### src/rtl/decimal_counter_ctrl.sv
// decimal_counter_ctrl
// Run/pause/clear controller for a four-digit BCD event counter. A prescaler
// turns clk into count ticks at one of two rates. A four-state sequencer
// (IDLE/RUN/PAUSE/DONE) steps the prescaler and the BCD digits. All outputs
// are registered.
//
// Commands are levels, and the priority on every edge is clear > stop > start.
// When stop or clear arrives on the same edge as a prescaler limit hit, the
// command wins: the counter does not increment and no tick is produced.

module decimal_counter_ctrl #(
    parameter int unsigned FAST_DIV    = 10_000_000,
    parameter int unsigned SLOW_DIV    = 100_000_000,
    parameter bit          STOP_AT_MAX = 1'b0
) (
    input  logic        clk,
    input  logic        rst,
    input  logic        start,
    input  logic        stop,
    input  logic        clear,
    input  logic        a,
    output logic [15:0] bcd,
    output logic        tick,
    output logic        carry_out,
    output logic        running,
    output logic        done,
    output logic [1:0]  dbg_state
);

    // The prescaler is sized for the larger divider, so it never overflows.
    localparam int unsigned MAX_DIV = (FAST_DIV > SLOW_DIV) ? FAST_DIV : SLOW_DIV;
    localparam int          CC_W    = (MAX_DIV > 1) ? $clog2(MAX_DIV) : 1;

    localparam logic [CC_W-1:0] FAST_LIM = CC_W'(FAST_DIV - 1);
    localparam logic [CC_W-1:0] SLOW_LIM = CC_W'(SLOW_DIV - 1);
    localparam logic [CC_W-1:0] CC_ONE   = CC_W'(1);

    typedef enum logic [1:0] {
        S_IDLE  = 2'd0,
        S_RUN   = 2'd1,
        S_PAUSE = 2'd2,
        S_DONE  = 2'd3
    } state_t;

    state_t          r_state;
    logic [CC_W-1:0] r_cc;
    logic [15:0]     r_bcd;
    logic            r_tick;
    logic            r_carry;
    logic            r_running;
    logic            r_done;

    logic [CC_W-1:0] w_limit;
    logic            w_hit;
    logic [15:0]     w_bcd_inc;
    logic            w_wrap;
    logic            w_ripple;

    // Limit select: the limit is picked by a mask rather than a mux, so it
    // follows `a` on every cycle.
    always_comb begin
        w_limit = ({CC_W{a}} & FAST_LIM) | ({CC_W{~a}} & SLOW_LIM);
        w_hit   = (r_cc >= w_limit);
    end

    // BCD ripple increment: a digit at 9 rolls to 0 and passes the carry on.
    always_comb begin
        w_bcd_inc = r_bcd;
        w_ripple  = 1'b1;
        for (int i = 0; i < 4; i++) begin
            if (w_ripple) begin
                if (r_bcd[4*i +: 4] >= 4'd9) begin
                    w_bcd_inc[4*i +: 4] = 4'd0;
                end else begin
                    w_bcd_inc[4*i +: 4] = r_bcd[4*i +: 4] + 4'd1;
                    w_ripple            = 1'b0;
                end
            end
        end
        w_wrap = (r_bcd == 16'h9999);
    end

    // Sequencer, prescaler and digit register, with all outputs registered.
    always_ff @(posedge clk) begin
        if (rst) begin
            r_state   <= S_IDLE;
            r_cc      <= '0;
            r_bcd     <= '0;
            r_tick    <= 1'b0;
            r_carry   <= 1'b0;
            r_running <= 1'b0;
            r_done    <= 1'b0;
        end else begin
            r_tick  <= 1'b0;
            r_carry <= 1'b0;
            if (clear) begin
                r_state   <= S_IDLE;
                r_cc      <= '0;
                r_bcd     <= '0;
                r_running <= 1'b0;
                r_done    <= 1'b0;
            end else begin
                case (r_state)
                    S_IDLE: begin
                        r_cc  <= '0;
                        r_bcd <= '0;
                        // stop has no effect here, so start alone decides.
                        if (start) begin
                            r_state   <= S_RUN;
                            r_running <= 1'b1;
                        end
                    end
                    S_RUN: begin
                        if (stop) begin
                            r_state   <= S_PAUSE;
                            r_running <= 1'b0;
                        end else if (w_hit) begin
                            r_cc   <= '0;
                            r_tick <= 1'b1;
                            r_bcd  <= w_bcd_inc;
                            if (STOP_AT_MAX && (w_bcd_inc == 16'h9999)) begin
                                r_state   <= S_DONE;
                                r_running <= 1'b0;
                                r_done    <= 1'b1;
                            end else begin
                                r_carry <= w_wrap;
                            end
                        end else begin
                            r_cc <= r_cc + CC_ONE;
                        end
                    end
                    S_PAUSE: begin
                        // Resume from the held prescaler count.
                        if (start) begin
                            r_state   <= S_RUN;
                            r_running <= 1'b1;
                        end
                    end
                    S_DONE: begin
                        r_cc <= '0;
                    end
                    default: begin
                        r_state   <= S_IDLE;
                        r_running <= 1'b0;
                        r_done    <= 1'b0;
                    end
                endcase
            end
        end
    end

    assign bcd       = r_bcd;
    assign tick      = r_tick;
    assign carry_out = r_carry;
    assign running   = r_running;
    assign done      = r_done;
    assign dbg_state = r_state;

endmodule

### config.mk
export PLATFORM = sky130hd
export DESIGN_NAME = decimal_counter_ctrl
export DESIGN_NICKNAME = d
export VERILOG_FILES = /design/src/rtl/decimal_counter_ctrl.sv
export SDC_FILE = /design/constraint.sdc
export NUM_CORES = 1
export LEC_CHECK = 0
export CORE_MARGIN = 5
export CORE_UTILIZATION = 37
export DETAILED_ROUTE_END_ITERATION = 10
export GPL_ROUTABILITY_DRIVEN = 0
export SLEW_MARGIN = 30
export SYNTH_ARGS = -nofsm -noshare
export SYNTH_HDL_FRONTEND = slang
export SYNTH_SLANG_ARGS = --single-unit
### constraint.sdc
create_clock -name clk -period 3.15 [get_ports clk]
set_input_delay 0.63 -clock clk [delete_from_list [all_inputs] [get_ports clk]]
set_output_delay 0.63 -clock clk [all_outputs]
set_load 0.02 [all_outputs]
==> flow_summary.toml, run 1 <==
[status]
outcome = "complete, no violations"

[global_route]
gr-usage-met3_pct = 3.60
grt.busiest_layer = "met2"
met1_usage_pct = 18.6
grt_overflow = 0
use_met2_pct = 25.4
grt_pass1_wl_um = 12600
grt_max_degree = 27
grt_antenna_before_repair = 0
grt_pass1_vias = 2730
gr-usage-all-layers_pct = 15.0

[synthesis]
mappedNetlistArea_um2 = 3040
synth_seq_cells = 47
yosysTopAreaCell = "dfxtp_1"
synthDistinctLibCells = 54
synth_cells = 367
synthTopCellsByArea = "dfxtp_1 (31%), ha_1 (12%), nand2_1 (5.7%), nand3_1 (4.3%), o21ai_0 (3.8%)"
synth-main-ff-cell = "dfxtp_1"
synth_area_per_cell_um2 = 8.27
async_reset_ff_share_pct = 0
synth_fp_nets = 403
yosysWarningCount = 0
seq_area_frac_synth_pct = 31.0
synth_edf_count = 0
synth_top_area_share_pct = 31.0

[timing]
timing.fmax_mhz = 341
finalCritPeriodShare_pct = 93.1
timing.final.ws_setup_ns = 0.217
rsz0062_at_grt = "no"
hold_violations = 0
setup_viol = 0
slew_viol_final = 0
fin_skew_ns = 0.00703
relSlewSlack_pct = 61.0
finalCriticalPeriod_ns = 2.93
worstMarginPinSlew_ns = 0.580

[critical_path]
crit_top_cell = "buf_4"
crit_path_start_kind = "input pin"
cp-end-kind = "register"
slowest_stage = "clkdlybuf4s50_1"
crit_chain = "clkdlybuf4s50_1 -> buf_4 -> buf_4 -> ha_1 -> nand4b_1 -> a21oi_1 -> nor3b_1 -> buf_4 -> and2_1 -> a21oi_4 -> o21ai_0 -> a32o_1"
critPathMaxFanout = 7
crit_path_max_incr_delay_ns = 0.43
required_ns = 3.34
critical_path_class = "in -> reg"
cp.arrival_ns = 3.13

[place]
port_buffers = 26
pre_cts_ws_ns = -0.146
place_hpwl_um = 5230

[floorplan]
num_rows = 33
die_w_um = 101
ioPinCount = 28
dieArea_um2 = 10100
die_y_um = 101
design.core.area_um2 = 8090
initial_utilization_pct = 37.5

[cts]
cts_buffers = 5
cts_tree = "built"
htree_num_levels = 2
ctsLongestPathBuffers = 2
clk_pin_slew_ns = 0.09
ctsRootBufferMaster = "clkbuf_8"
cts_hold_buf = 0
cts.sinks = 47
clock_latency_ns = 0.30

[route]
dr_total_vias = 2707
drcViolationCount = 0
finalWirelength_um = 7110
drtPass1Iterations = 4
first_iter_violations = 70
wl_per_cell_um = 14.0
drt-vias-per-instance = 5.32
drtAntennaViolNets = 0

[layout]
final_cell_mix = "dfxtp_1 (47), nand2_1 (46), ha_1 (30), nand3_1 (26), clkdlybuf4s50_1 (26)"
final_common_cell = "dfxtp_1"
antenna_cells = 0
nFillCells = 837
final_nets = 440
area_delta_synth_final_pct = 18.2
drive_gt1_share_pct = 11.4

[pwr]
ir_drop_mv = 0.181
power.leakage_uw = 0.00144
finalPower_uw = 1090
power_density_nw_per_um2 = 304

[hold_path]
hold_path_class = "reg -> reg"

[flow_run]
drv_cap = 0
[report_power, final]
part	switching (uW)	leakage, uW	internal, uW
registers	2.47	0.000379	595
logic	68.4	0.00101	47.0
clock network	206	0.0000470	173
total	277	0.00144	815
[cell families after synthesis]
logic type / count (synthesis) / synth area share (%)
AND/OR/NAND/NOR: 166 / 29.3
flip-flops: 47 / 31.0
adder cells (fa/ha/maj): 30 / 12.4
XOR/XNOR: 9 / 2.60
AO/OA/AOI/OAI: 76 / 17.8
other: 1 / 0.123
multiplexers: 4 / 1.32
buffers and inverters: 34 / 5.44
[metrics by stage]
stage	hold slack (ns)	utilization (%)	TNS (ns)	instances	instance area (um^2)
6_report	0.504	44.3	0	509	3590
5_1_grt	0.522	44.3	0	509	3590
4_1_cts	0.510	44.0	0	508	3560
3_5_place_dp	0.497	42.9	-1.31	501	3470
3_3_place_gp	0.484	42.9	-0.523	501	3470
2_1_floorplan	0.467	-	0	367	3040
[routing by layer]
metal / up-vias / routed length, um
met2: 39 / 3340
met3: 4 / 282
met1: 1269 / 3420
met4: 0 / 70
li1: 1395 / -
met5: - / 0
[flip-flops by register name, summed over array words and instances, names as in the netlist]
signal and flops:
bcd 16, carry_out 1, dbg_state 2, r_cc 27
tick 1
[cells in the mapped netlist (5+ instances only)]
library cell and instances:
and3_1 9, o21ai_0 23, nor3_1 6, a21o_1 5, a21oi_1 13, dfxtp_1 47
nand3_1 26, xor2_1 5, inv_1 21, nand4_1 12, nand2b_1 6, or3_1 5
o21ai_1 5, nor2_1 25, ha_1 30, nor4_1 7, clkbuf_1 6, nand2_1 46
[path summary, 6_finish.rpt]
path,from,endpoint,slack (ns),cells after the start
setup / recovery,a,bcd[14],0.22,12
hold / removal,r_cc[26],r_cc[26],0.50,2
setup reg to reg,r_cc[18],r_cc[20],0.75,9
hold reg to reg,r_cc[26],r_cc[26],0.50,2
[layout make-up]
type	instances	area (um^2)	share of cell area, %
clock buffers	6	82.6	2.30
flip-flops and latches	47	941	26.2
repair buffers	43	413	11.5
multi-input cells	286	1940	54.0
clock inverters	1	5.00	0.139
well taps	105	131	3.66
inverters	21	78.8	2.20
[critical path, delay by kind of cell]
family,cells,cell delay [ns]
adders and majority gates,1,0.28
and+or+nand+nor,3,0.42
buffers and inverters,4,0.90
AOI/OAI and AO/OA,4,0.89
[what timing repair did]
item,in CTS,in global routing
endpoints found under the setup margin,0,3
resized for setup,0,1
buffers inserted,0,1
endpoints found under the hold margin,0,0
(Power assumes the default switching activity.)
==> run 2, diff against run 1 <==
- CORE_ASPECT_RATIO: unset -> 1.4
- HOLD_SLACK_MARGIN: unset -> 0.03
==> run 2 against run 1 <==
Compared with the run above: die area rose by 0.25%; total power rose by 13%; combinational power barely moved; wire length rose by 3.6%; first-iteration DRC count rose by 33%; critical path type unchanged; highest routed layer unchanged.
==> flow_summary.toml, run 2 (synthesis results as in run 1) <==
[pwr]
power_switching_uw = 297
power.leakage_uw = 0.00145
finalPower_uw = 1230
p_int_uw = 936
power_density_nw_per_um2 = 341
p_seq_share_pct = 48.5
ir_drop_mv = 0.205
netSwitchingFraction_pct = 24.1
p_comb_share_pct = 9.3
p_clk_share_pct = 42.2

[critical_path]
crit_path_start_kind = "input pin"
critPathMaxFanout = 9
slowest_stage = "clkdlybuf4s50_1"
critical_path_class = "in -> reg"
crit_path_max_incr_delay_ns = 0.43
required_ns = 3.33
cp-end-kind = "register"
crit_top_cell = "buf_4"
cp.arrival_ns = 3.15
crit_chain = "clkdlybuf4s50_1 -> buf_4 -> ha_1 -> nand4b_1 -> nor4_2 -> o211a_1 -> o31ai_4 -> buf_4 -> a21oi_4 -> o21ai_0 -> a32o_1"

[cts]
ctsRootBufferMaster = "clkbuf_16"
cts_buffers = 5
ctsLongestPathBuffers = 2
clock_latency_ns = 0.28
htree_num_levels = 2
cts_tree = "built"
clk_pin_slew_ns = 0.06
cts.sinks = 47

[route]
dr_total_vias = 2794
finalWirelength_um = 7370
first_iter_violations = 93
drtAntennaViolNets = 0
drt-vias-per-instance = 5.52
wl_per_cell_um = 14.6
drtPass1Iterations = 4
drcViolationCount = 0

[global_route]
grt_max_degree = 30
grt.busiest_layer = "met2"
grt_pass1_vias = 2846
grt_antenna_before_repair = 0
gr-usage-met3_pct = 2.73
met1_usage_pct = 18.2
grt_pass1_wl_um = 12800
gr-usage-all-layers_pct = 15.6
use_met2_pct = 28.4
grt_overflow = 0

[layout]
regMostFlops = "r_cc"
final_common_cell = "dfxtp_1"
largest_reg_flops = 27
area_delta_synth_final_pct = 19.2
final_nets = 439
final_util_pct = 44.7
antenna_cells = 0
final_cell_mix = "dfxtp_1 (47), nand2_1 (46), ha_1 (30), nand3_1 (26), clkdlybuf4s50_1 (26)"
drive_gt1_share_pct = 11.1

[floorplan]
design.core.area_um2 = 8100
ioPinCount = 28
num_rows = 39
dieArea_um2 = 10100
initial_utilization_pct = 37.5
die_w_um = 86.6
die_y_um = 117

[timing]
finalCritPeriodShare_pct = 94.3
setup_viol = 0
rsz0062_at_grt = "no"
fin_skew_ns = 0.00200
worstMarginPinSlew_ns = 0.614
hold_violations = 0
totalNegativeSetupSlack_ns = 0
timing.fmax_mhz = 337
whs_ns = 0.511
timing.final.ws_setup_ns = 0.180
finalCriticalPeriod_ns = 2.97
relSlewSlack_pct = 58.6
slew_viol_final = 0

[status]
outcome = "complete, no violations"

[hold_path]
hold_path_class = "reg -> reg"

[place]
pre_cts_ws_ns = -0.173
port_buffers = 26
place_hpwl_um = 5490

[flow_run]
drv_cap = 0
-- run 2: final timing paths --
check | slack, ns | end | from | depth (start not counted)
max | 0.18 | bcd[10] | a | 11
min | 0.51 | r_cc[5] | r_cc[5] | 2
max reg2reg | 0.63 | bcd[14] | dbg_state[1] | 8
min reg2reg | 0.51 | r_cc[5] | r_cc[5] | 2
-- run 2: timing repair --
action,4_1_cts,5_1_grt
setup buffers,0,2
endpoints found under the setup margin,0,6
gates resized for setup,0,3
hold buffers,0,0
-- run 2: critical path, delay by kind of cell --
family	cells	cell delay, ns
AOI/OAI and AO/OA	5	0.98
adders and majority gates	1	0.30
buffers and inverters	3	0.80
and+or+nand+nor	2	0.44
-- run 2: final cells by class --
| class | count | area [um^2] |
|---|---|---|
| Fill cell | 828 | 4480 |
| Sequential cell | 47 | 941 |
| Tap cell | 102 | 128 |
| Clock buffer | 7 | 133 |
| Clock inverter | 1 | 5.00 |
| Inverter | 21 | 78.8 |
| Timing Repair Buffer | 42 | 393 |
| Multi-Input combinational cell | 286 | 1940 |
-- run 2: metal layers --
metal | wire [um] | part of all wire, % | vias to the layer above
li1 | - | - | 1388
met1 | 3150 | 43 | 1345
met2 | 3880 | 53 | 49
met3 | 213 | 2.9 | 12
met4 | 127 | 1.7 | 0
met5 | 0 | 0 | -
-- run 2: per-stage QoR --
| stage | cells | instance area (um^2) |
|---|---|---|
| CTS | 504 | 3590 |
| global route | 506 | 3620 |
| finish | 506 | 3620 |
| floorplan | 367 | 3040 |
| global placement | 496 | 3460 |
| detailed placement | 496 | 3460 |
-- run 2: power groups by stage --
stage | Sequential, uW | Combinational, uW | Clock [uW]
after floorplan | 613 | 69.2 | 0
after global placement | 612 | 114 | 0
after detailed placement | 612 | 115 | 0
after CTS | 598 | 115 | 534
after global routing | 598 | 128 | 562
final | 598 | 115 | 520
